==> config.mk <==
export PLATFORM = sky130hd
export DESIGN_NAME = mc_alu
export DESIGN_NICKNAME = d
export VERILOG_FILES = /design/src/rtl/mc_alu.sv
export SDC_FILE = /design/constraint.sdc
export NUM_CORES = 1
export LEC_CHECK = 0
export BUFFER_PORTS_ARGS = -buffer_cell sky130_fd_sc_hd__clkbuf_2
export CAP_MARGIN = 15
export CELL_PAD_IN_SITES_DETAIL_PLACEMENT = 0
export CELL_PAD_IN_SITES_GLOBAL_PLACEMENT = 1
export CORE_MARGIN = 3
export CORE_UTILIZATION = 41
export CTS_CLUSTER_SIZE = 10
export DETAILED_ROUTE_END_ITERATION = 16
export HOLD_SLACK_MARGIN = 0.15
export PLACE_DENSITY = 0.77
export RECOVER_POWER = 50
export SYNTH_ARGS = -nofsm -noshare
export SYNTH_HDL_FRONTEND = slang
export SYNTH_SLANG_ARGS = --single-unit
export TNS_END_PERCENT = 1
==> constraint.sdc <==
create_clock -name clk_i -period 2.7 [get_ports clk_i]
set_clock_uncertainty 0.15 [all_clocks]
set_input_delay 0.27 -clock clk_i [delete_from_list [all_inputs] [get_ports clk_i]]
set_output_delay 0.27 -clock clk_i [all_outputs]
set_load 0.02 [all_outputs]
==> src/rtl/mc_alu.sv <==
`default_nettype none
// ============================================================================
//  Module   : mc_alu
//  Purpose  : Multi-cycle ALU. FORWARD/ADD/AND/OR/SUB finish in one cycle;
//             MUL (shift-add) and SLL/SRA (one bit per cycle) iterate in EXEC.
//             RESULT/ZERO/CARRY are registered and qualified by a DONE pulse.
//  Revision : 1.0  initial release
// ============================================================================
module mc_alu #(
    parameter int WIDTH = 8
) (
    input  logic             clk_i,
    input  logic             reset_i,
    input  logic             start_i,
    input  logic [WIDTH-1:0] data1_i,
    input  logic [WIDTH-1:0] data2_i,
    input  logic [2:0]       select_i,
    output logic [WIDTH-1:0] result_o,
    output logic             zero_o,
    output logic             carry_o,
    output logic             busy_o,
    output logic             done_o
);

    // Counter must hold WIDTH itself (MUL iteration count / saturated shift).
    localparam int CW = $clog2(WIDTH + 1);

    localparam logic [0:0] c_st_idle = 1'b0;
    localparam logic [0:0] c_st_exec = 1'b1;

    localparam logic [2:0] c_op_fwd = 3'b000;
    localparam logic [2:0] c_op_add = 3'b001;
    localparam logic [2:0] c_op_and = 3'b010;
    localparam logic [2:0] c_op_or  = 3'b011;
    localparam logic [2:0] c_op_sub = 3'b100;
    localparam logic [2:0] c_op_mul = 3'b101;
    localparam logic [2:0] c_op_sll = 3'b110;
    localparam logic [2:0] c_op_sra = 3'b111;

    localparam logic [WIDTH-1:0] c_sat_w    = WIDTH'(WIDTH);
    localparam logic [CW-1:0]    c_cnt_full = CW'(WIDTH);
    localparam logic [CW-1:0]    c_cnt_one  = CW'(1);

    logic [0:0]       state_q, state_d;
    logic [WIDTH-1:0] a_q, a_d;
    logic [WIDTH-1:0] b_q, b_d;
    logic [2:0]       op_q, op_d;
    logic [CW-1:0]    cnt_q, cnt_d;
    logic [WIDTH-1:0] acc_q, acc_d;
    logic [WIDTH-1:0] result_q, result_d;
    logic             zero_q, zero_d;
    logic             carry_q, carry_d;
    logic             done_q, done_d;

    logic [WIDTH:0]   w_sum;
    logic [WIDTH:0]   w_diff;
    logic [CW-1:0]    w_shamt;
    logic             w_is_shift;
    logic             w_launch_exec;
    logic [WIDTH-1:0] w_step;
    logic             w_last_iter;

    // Single-cycle adder/subtractor with the extra bit kept for CARRY.
    assign w_sum  = {1'b0, data1_i} + {1'b0, data2_i};
    assign w_diff = {1'b0, data1_i} - {1'b0, data2_i};

    // Shift amounts of WIDTH or more saturate to WIDTH iterations.
    assign w_shamt = (data2_i >= c_sat_w) ? c_cnt_full : data2_i[CW-1:0];

    assign w_is_shift    = (select_i == c_op_sll) || (select_i == c_op_sra);
    assign w_launch_exec = start_i &&
                           ((select_i == c_op_mul) || (w_is_shift && (w_shamt != '0)));
    assign w_last_iter   = (cnt_q == c_cnt_one);

    // One EXEC iteration of the latched operation.
    always_comb begin
        w_step = acc_q;
        case (op_q)
            c_op_mul: w_step = acc_q + (b_q[0] ? a_q : '0);
            c_op_sll: w_step = {acc_q[WIDTH-2:0], 1'b0};
            c_op_sra: w_step = {acc_q[WIDTH-1], acc_q[WIDTH-1:1]};
            default:  w_step = acc_q;
        endcase
    end

    // FSM state register.
    always_ff @(posedge clk_i) begin
        if (reset_i) begin
            state_q <= c_st_idle;
        end else begin
            state_q <= state_d;
        end
    end

    // FSM next state: enter EXEC only for iterative ops, leave on the last iteration.
    always_comb begin
        state_d = state_q;
        case (state_q)
            c_st_idle: if (w_launch_exec) state_d = c_st_exec;
            c_st_exec: if (w_last_iter)   state_d = c_st_idle;
            default:   state_d = c_st_idle;
        endcase
    end

    // FSM outputs.
    always_comb begin
        busy_o = (state_q == c_st_exec);
    end

    // Datapath next state: operand latch, iteration and result write-back.
    always_comb begin
        a_d      = a_q;
        b_d      = b_q;
        op_d     = op_q;
        cnt_d    = cnt_q;
        acc_d    = acc_q;
        result_d = result_q;
        carry_d  = carry_q;
        done_d   = 1'b0;

        if (state_q == c_st_idle) begin
            if (start_i) begin
                a_d  = data1_i;
                b_d  = data2_i;
                op_d = select_i;
                case (select_i)
                    c_op_mul: begin
                        acc_d = '0;
                        cnt_d = c_cnt_full;
                    end
                    c_op_sll, c_op_sra: begin
                        if (w_shamt == '0) begin
                            result_d = data1_i;
                            carry_d  = 1'b0;
                            done_d   = 1'b1;
                        end else begin
                            acc_d = data1_i;
                            cnt_d = w_shamt;
                        end
                    end
                    c_op_add: begin
                        result_d = w_sum[WIDTH-1:0];
                        carry_d  = w_sum[WIDTH];
                        done_d   = 1'b1;
                    end
                    c_op_sub: begin
                        // No borrow out of the top bit means A >= B unsigned.
                        result_d = w_diff[WIDTH-1:0];
                        carry_d  = ~w_diff[WIDTH];
                        done_d   = 1'b1;
                    end
                    c_op_and: begin
                        result_d = data1_i & data2_i;
                        carry_d  = 1'b0;
                        done_d   = 1'b1;
                    end
                    c_op_or: begin
                        result_d = data1_i | data2_i;
                        carry_d  = 1'b0;
                        done_d   = 1'b1;
                    end
                    default: begin
                        // FORWARD passes operand B through.
                        result_d = data2_i;
                        carry_d  = 1'b0;
                        done_d   = 1'b1;
                    end
                endcase
            end
        end else begin
            acc_d = w_step;
            cnt_d = cnt_q - c_cnt_one;
            if (op_q == c_op_mul) begin
                // Multiplicand moves up as the multiplier is consumed LSB first.
                a_d = {a_q[WIDTH-2:0], 1'b0};
                b_d = {1'b0, b_q[WIDTH-1:1]};
            end
            if (w_last_iter) begin
                result_d = w_step;
                carry_d  = 1'b0;
                done_d   = 1'b1;
            end
        end

        zero_d = (result_d == '0);
    end

    // Datapath registers; reset aborts any operation in flight.
    always_ff @(posedge clk_i) begin
        if (reset_i) begin
            a_q      <= '0;
            b_q      <= '0;
            op_q     <= '0;
            cnt_q    <= '0;
            acc_q    <= '0;
            result_q <= '0;
            zero_q   <= 1'b1;
            carry_q  <= 1'b0;
            done_q   <= 1'b0;
        end else begin
            a_q      <= a_d;
            b_q      <= b_d;
            op_q     <= op_d;
            cnt_q    <= cnt_d;
            acc_q    <= acc_d;
            result_q <= result_d;
            zero_q   <= zero_d;
            carry_q  <= carry_d;
            done_q   <= done_d;
        end
    end

    assign result_o = result_q;
    assign zero_o   = zero_q;
    assign carry_o  = carry_q;
    assign done_o   = done_q;

endmodule
`default_nettype wire

==> reports/metrics.cfg, run 1 <==
[outcome]
status=completed

[synth]
synth_top_area_frac=0.2211
ys_seq_elements=43
syn-instance-count=509
ys_seq_area_frac=0.2211
synthesis.nets=568
ys_types=70
synth_top_cell_by_area=dfxtp_1
ys.flop_type=dfxtp_1
async_flop_share=0
synth_edf_count=0
ys.warnings.count=0
synth_area_um2=3894
synth.area.top_cells=dfxtp_1 22%, ha_1 11%, nor2_1 5.4%, a21oi_1 5.1%, mux2i_1 4.4%
avgSynthCellArea_um2=7.650

[floorplanning]
io_pins=34
die_area_um2=10700
fp.coreArea_um2=8976
dieWidth_um=103.5
num_rows=34
initial_core_util=0.4338
die_h_um=103.5

[sta]
slew_headroom=0.2238
tns_ps=0
setup_viol=0
finalHoldViolCount=0
holdWs_ps=188.8
rsz0062_at_grt=true
fin_crit_ps=2631
maxSlewViolCount=0
worstMarginPinSlew_ps=1155
fmax_ghz=0.3801
fin_crit_sh=0.9745

[final_layout]
layout_common_cells=61 x buf_4, 56 x nor2_1, 42 x dfxtp_1
layout.cells.most_common=buf_4
antenna_cells=0
syn2layout_area_growth_pct=21.43
nets=646
fill_cells=876
drive_above_1_share=0.1973
layout.cells.non_filler=714
postLayoutCellArea_um2=4728

[place]
postPlaceCellArea_um2=4619
dp_cells=704
hpwl_um=9817
io_buffers=33
gp_congestion=0.9192

[flow_run]
drv_cap=0

[clock_network]
cts_tree=done
cts-buffers-inserted=5
clkTransAtPathRegs_ps=90
cts_htree_levels=2
cts.sinks=43
clock-root-buffer=clkbuf_8
clk_latency_ps=300
cts.path.max_buffers=2

[detailed_routing]
routedWlPerCell_um=17.39
wirelength_um=12420
num_vias=4171
drc=0
drtAntennaViolNets=0
first_iter_violations=170
via_per_inst=5.842
firstDrtPassIters=5

[global_routing]
grt_max_degree=29
track_usage=0.2356
gr-total-overflow=0
grt_pass1_wl_um=19760
antenna_found_initial=0
grt_pass1_vias=3915

[setup_path]
cp-start-kind=register
cp-end-kind=register
critPathMaxStageDelay_ps=430
crit_required_ps=2740
critical_path_class=register to register
path_buf_inv=2
cp_common_cell=buf_4
worstPathCellList=buf_4 -> buf_4 -> and2_1 -> ha_1 -> a41oi_1 -> nand3b_1 -> a2111o_1 -> nand3_1 -> o211a_1 -> o41ai_2
path_max_fanout=5
path_depth=10
worst_path_max_delay_cell=a2111o_1
r2r_cells=10
crit_family=compound AO/OA/AOI/OAI gates
cp.arrival_ps=2670

[min_path]
min_path_cells=3
min_path_type=primary input to register

[power_and_ir_drop]
irDropWorstVdd_mv=0.2144
total_power_mw=1.816
pwr_density_cell_nw_per_um2=384.0
leakagePower_nw=2.070

registers in the layout, summed over array words and instances (netlist names):
signal / flops
a_q: 8
acc_q: 8
b_q: 8
result_o: 8
cnt_q: 4
op_q: 3
busy_o: 1
carry_o: 1
done_o: 1
zero_o: 1
path summary, 6_finish.rpt:
kind	from	end	slack (ps)
setup / recovery	b_q[0]	zero_o	70
hold / removal	data1_i[6]	acc_q[6]	190
setup reg to reg	b_q[0]	zero_o	70
hold reg to reg	carry_o	carry_o	310
synth_stat cells (3+ instances only):
cell      instances
nor3b_1           5
or3b_2            4
nor2b_1           8
a211oi_1         17
and3_1            3
or3_1             5
a311oi_1          3
xnor2_1           3
o211ai_1          3
nand2_1          34
xor2_1            4
nand3_1           8
a22oi_1          10
o22ai_1           8
nor4_1            3
nor2_1           56
a222oi_1          3
a211o_1           5
clkbuf_1         26
nand4_1           3
a21o_1            4
a21oi_1          40
o21bai_1          5
or2_2             4
o21ai_0          22
fa_1              3
nand2b_1         11
and2_1           10
a31oi_1          10
ha_1             34
nor3_1            8
mux2i_1          17
dfxtp_1          43
inv_1            34
a221o_1           3
o21a_1            4
kinds of logic after synthesis:
group	count (synthesis)	synth area share
AO/OA/AOI/OAI	172	0.3140
XOR/XNOR	7	0.01575
multiplexers	18	0.04659
AND/OR/NAND/NOR	167	0.2134
adder cells (fa/ha/maj)	38	0.1273
buffers and inverters	64	0.06202
flip-flops	43	0.2211
metal layers:
metal / vias up / GRT usage / part of all wire
met5: - / 0 / 0
met4: 0 / 0.06972 / 0.028
met3: 26 / 0.03353 / 0.056
met2: 152 / 0.3755 / 0.46
met1: 1962 / 0.3302 / 0.46
li1: 2031 / - / -
per-stage QoR:
stage,setup slack [ps],utilization
3_3_place_gp,-195.0,0.5146
6_report,68.82,0.5268
2_1_floorplan,105.2,-
5_1_grt,-145.2,0.5268
3_5_place_dp,-187.0,0.5146
4_1_cts,1.173,0.5279
power by group:
part           total, mW  switching (mW)  internal [mW]
Clock              0.471           0.238          0.233
Combinational      0.623           0.357          0.266
Sequential         0.721          0.0411          0.680
Total               1.82           0.637           1.18
timing repair:
item,4_1_cts,5_1_grt
setup endpoints to repair,1,2
pin swaps,5,9
hold endpoints to repair,0,0
buffers inserted,0,2
gates resized for setup,4,8
hold buffers,0,0
layout make-up:
type | count | area, um2 | share of cell area
clock buffer | 7 | 96.34 | 0.02038
sequential | 43 | 862.1 | 0.1823
tap | 126 | 157.7 | 0.03334
clock inverter | 1 | 7.507 | 0.001588
inverter | 35 | 131.4 | 0.02779
multi-input combinational | 402 | 2823 | 0.5970
timing repair buffer | 100 | 650.6 | 0.1376
worst register-to-register path, stage by stage (launching register included):
cell	delay (ps)
dfxtp_1	320
buf_4	140
buf_4	140
and2_1	130
ha_1	360
a41oi_1	270
nand3b_1	170
a2111o_1	430
nand3_1	110
o211a_1	200
o41ai_2	90
No activity file was read; power rests on OpenSTA's default activity.
==> inputs of run 2 (changes only) <==
--- a/config.mk
+++ b/config.mk
@@ -5,6 +5,7 @@
 export SDC_FILE = /design/constraint.sdc
 export NUM_CORES = 1
 export LEC_CHECK = 0
+export ABC_CLOCK_PERIOD_IN_PS = 2700
 export BUFFER_PORTS_ARGS = -buffer_cell sky130_fd_sc_hd__clkbuf_2
 export CAP_MARGIN = 15
 export CELL_PAD_IN_SITES_DETAIL_PLACEMENT = 0
@@ -16,6 +17,7 @@
 export HOLD_SLACK_MARGIN = 0.15
 export PLACE_DENSITY = 0.77
 export RECOVER_POWER = 50
+export SLEW_MARGIN = 0
 export SYNTH_ARGS = -nofsm -noshare
 export SYNTH_HDL_FRONTEND = slang
 export SYNTH_SLANG_ARGS = --single-unit
==> constraint.sdc (replaced) <==
create_clock -name clk_i -period 2.7 [get_ports clk_i]
set_clock_uncertainty 0.15 [all_clocks]
set_input_delay 0.135 -clock clk_i [delete_from_list [all_inputs] [get_ports clk_i]]
set_output_delay 0.135 -clock clk_i [all_outputs]
set_load 0.02 [all_outputs]
==> run 2 against run 1 <==
Against the previous run:
- global-route usage increased by 0.61 points
- via count unchanged
- first-iteration DRC count increased by 24%
- sequential cell count unchanged
- cell count decreased by 0.70%
- sequential share of layout area about the same
- routed wire length increased by 1.6%
- combinational power about the same
- critical endpoint unchanged
- largest power group unchanged
==> reports/metrics.cfg, run 2 (synthesis gave the netlist of run 1 again) <==
[final_layout]
drive_above_1_share=0.1852
seqCellArea_um2=863.3
antenna_cells=0
multi_input_area_um2=2850
layout.cells.most_common=nor2_1
layout_common_cells=56 x nor2_1, 48 x buf_4, 41 x dfxtp_1
syn2layout_area_growth_pct=21.47
nets=641
fill_cells=900

[global_routing]
gr-total-overflow=0
antenna_found_initial=0
track_usage=0.2416
grt_pass1_wl_um=20090
grt_max_degree=29
grt_pass1_vias=3910

[floorplanning]
num_rows=34
fp.coreArea_um2=8976
initial_core_util=0.4338
die_h_um=103.5
dieWidth_um=103.5
io_pins=34
die_area_um2=10700

[power_and_ir_drop]
pwr_density_cell_nw_per_um2=372.8
pwr-share-comb=0.352
total_power_mw=1.763
irDropWorstVdd_mv=0.2193
p_clk_frac=0.237
p_sw_frac=0.3636
leakagePower_nw=2.033
cellInternalPower_mw=1.122
seq_power_share=0.411
power.switching_mw=0.6411

[min_path]
worstHoldEndpoint=acc_q[5]
min_path_cells=4
min_path_type=primary input to register
hold_start=data1_i[5]

[sta]
setup_viol=0
fin_crit_ps=2669
finalHoldViolCount=0
fmax_ghz=0.3747
rsz0062_at_grt=true
worstMarginPinSlew_ps=1064
fin_crit_sh=0.9884
holdWs_ps=154.2
slew_headroom=0.2854
maxSlewViolCount=0

[setup_path]
reg2reg_to=zero_o
path_max_fanout=5
rrSetupSlack_ps=30
crit_required_ps=2760
cp-start-kind=register
r2r_start=b_q[0]
critical_path_class=register to register
cp-end-kind=register
cp.arrival_ps=2730
r2r_cells=10

[clock_network]
clk_latency_ps=310
cts-buffers-inserted=5
cts.path.max_buffers=2
clock-root-buffer=clkbuf_8
cts.sinks=43
cts_htree_levels=2
clkTransAtPathRegs_ps=90
cts_tree=done

[detailed_routing]
firstDrtPassIters=4
drtAntennaViolNets=0
via_per_inst=5.883
num_vias=4171
first_iter_violations=211
met3_length_um=629
met1_length_um=5859
wirelength_um=12620
drc=0
routedWlPerCell_um=17.80
wl_met2_um=5906
routed.top_layer=met4

[place]
io_buffers=33
hpwl_um=9738
gp_congestion=0.8535

[outcome]
status=completed

[flow_run]
drv_cap=0

==> run 2: cell type report <==
type	count	area share
multi-input combinational	402	0.6026
timing repair buffer	95	0.1357
inverter	35	0.02778
clock buffer	6	0.01534
sequential	43	0.1825
clock inverter	2	0.002646
tap	126	0.03333
==> run 2: per-stage QoR <==
stage | instance area, um2 | std cells | setup slack (ps) | TNS [ps] | utilization
floorplan | 3894 | 509 | 105.2 | 0 | -
global placement | 4479 | 687 | -67.16 | -67.16 | 0.4990
detailed placement | 4479 | 687 | -133.1 | -133.1 | 0.4990
CTS | 4683 | 706 | 12.98 | 0 | 0.5217
global route | 4730 | 709 | -128.9 | -191.4 | 0.5269
finish | 4730 | 709 | 31.23 | 0 | 0.5269
==> run 2: how the worst max path moves through the flow <==
stage,depth (start not counted),slack (ps),startpoint,to
final,10,30,b_q[0],zero_o
after global routing,10,-130,b_q[0],zero_o
after CTS,10,10,a_q[0],zero_o
after detailed placement,12,-130,data2_i[2],zero_o
after global placement,12,-70,data2_i[2],zero_o
after floorplan,10,110,b_q[0],zero_o
==> run 2: power by group through the flow <==
stage	clock network [mW]	logic [mW]	registers, mW
3_5_place_dp	0	0.597	0.738
6_report	0.418	0.620	0.725
5_1_grt	0.446	0.685	0.731
3_3_place_gp	0	0.587	0.736
4_1_cts	0.431	0.613	0.723
2_1_floorplan	0	0.371	0.738
==> run 2: repair_timing <==
item / in CTS / in global routing
gates resized for setup: 2 / 19
buffers inserted: 0 / 4
gates cloned: 0 / 0
endpoints found under the setup margin: 1 / 3
hold buffers: 11 / 0
pin swaps: 3 / 14
hold endpoints to repair: 21 / 0
==> run 2: layer usage <==
metal	track usage	up-vias
met5	0	-
met4	0.06076	0
met3	0.02817	18
met2	0.3961	111
met1	0.3378	2018
li1	-	2024
==> run 2: worst max-delay path, stage by stage, from the launching register on <==
cell	delay [ps]
dfxtp_2	320
buf_4	140
and2_1	170
ha_1	320
a21o_1	210
a211o_1	310
a31oi_2	200
o2bb2ai_1	100
a21oi_1	180
nand4_1	190
o41ai_2	300
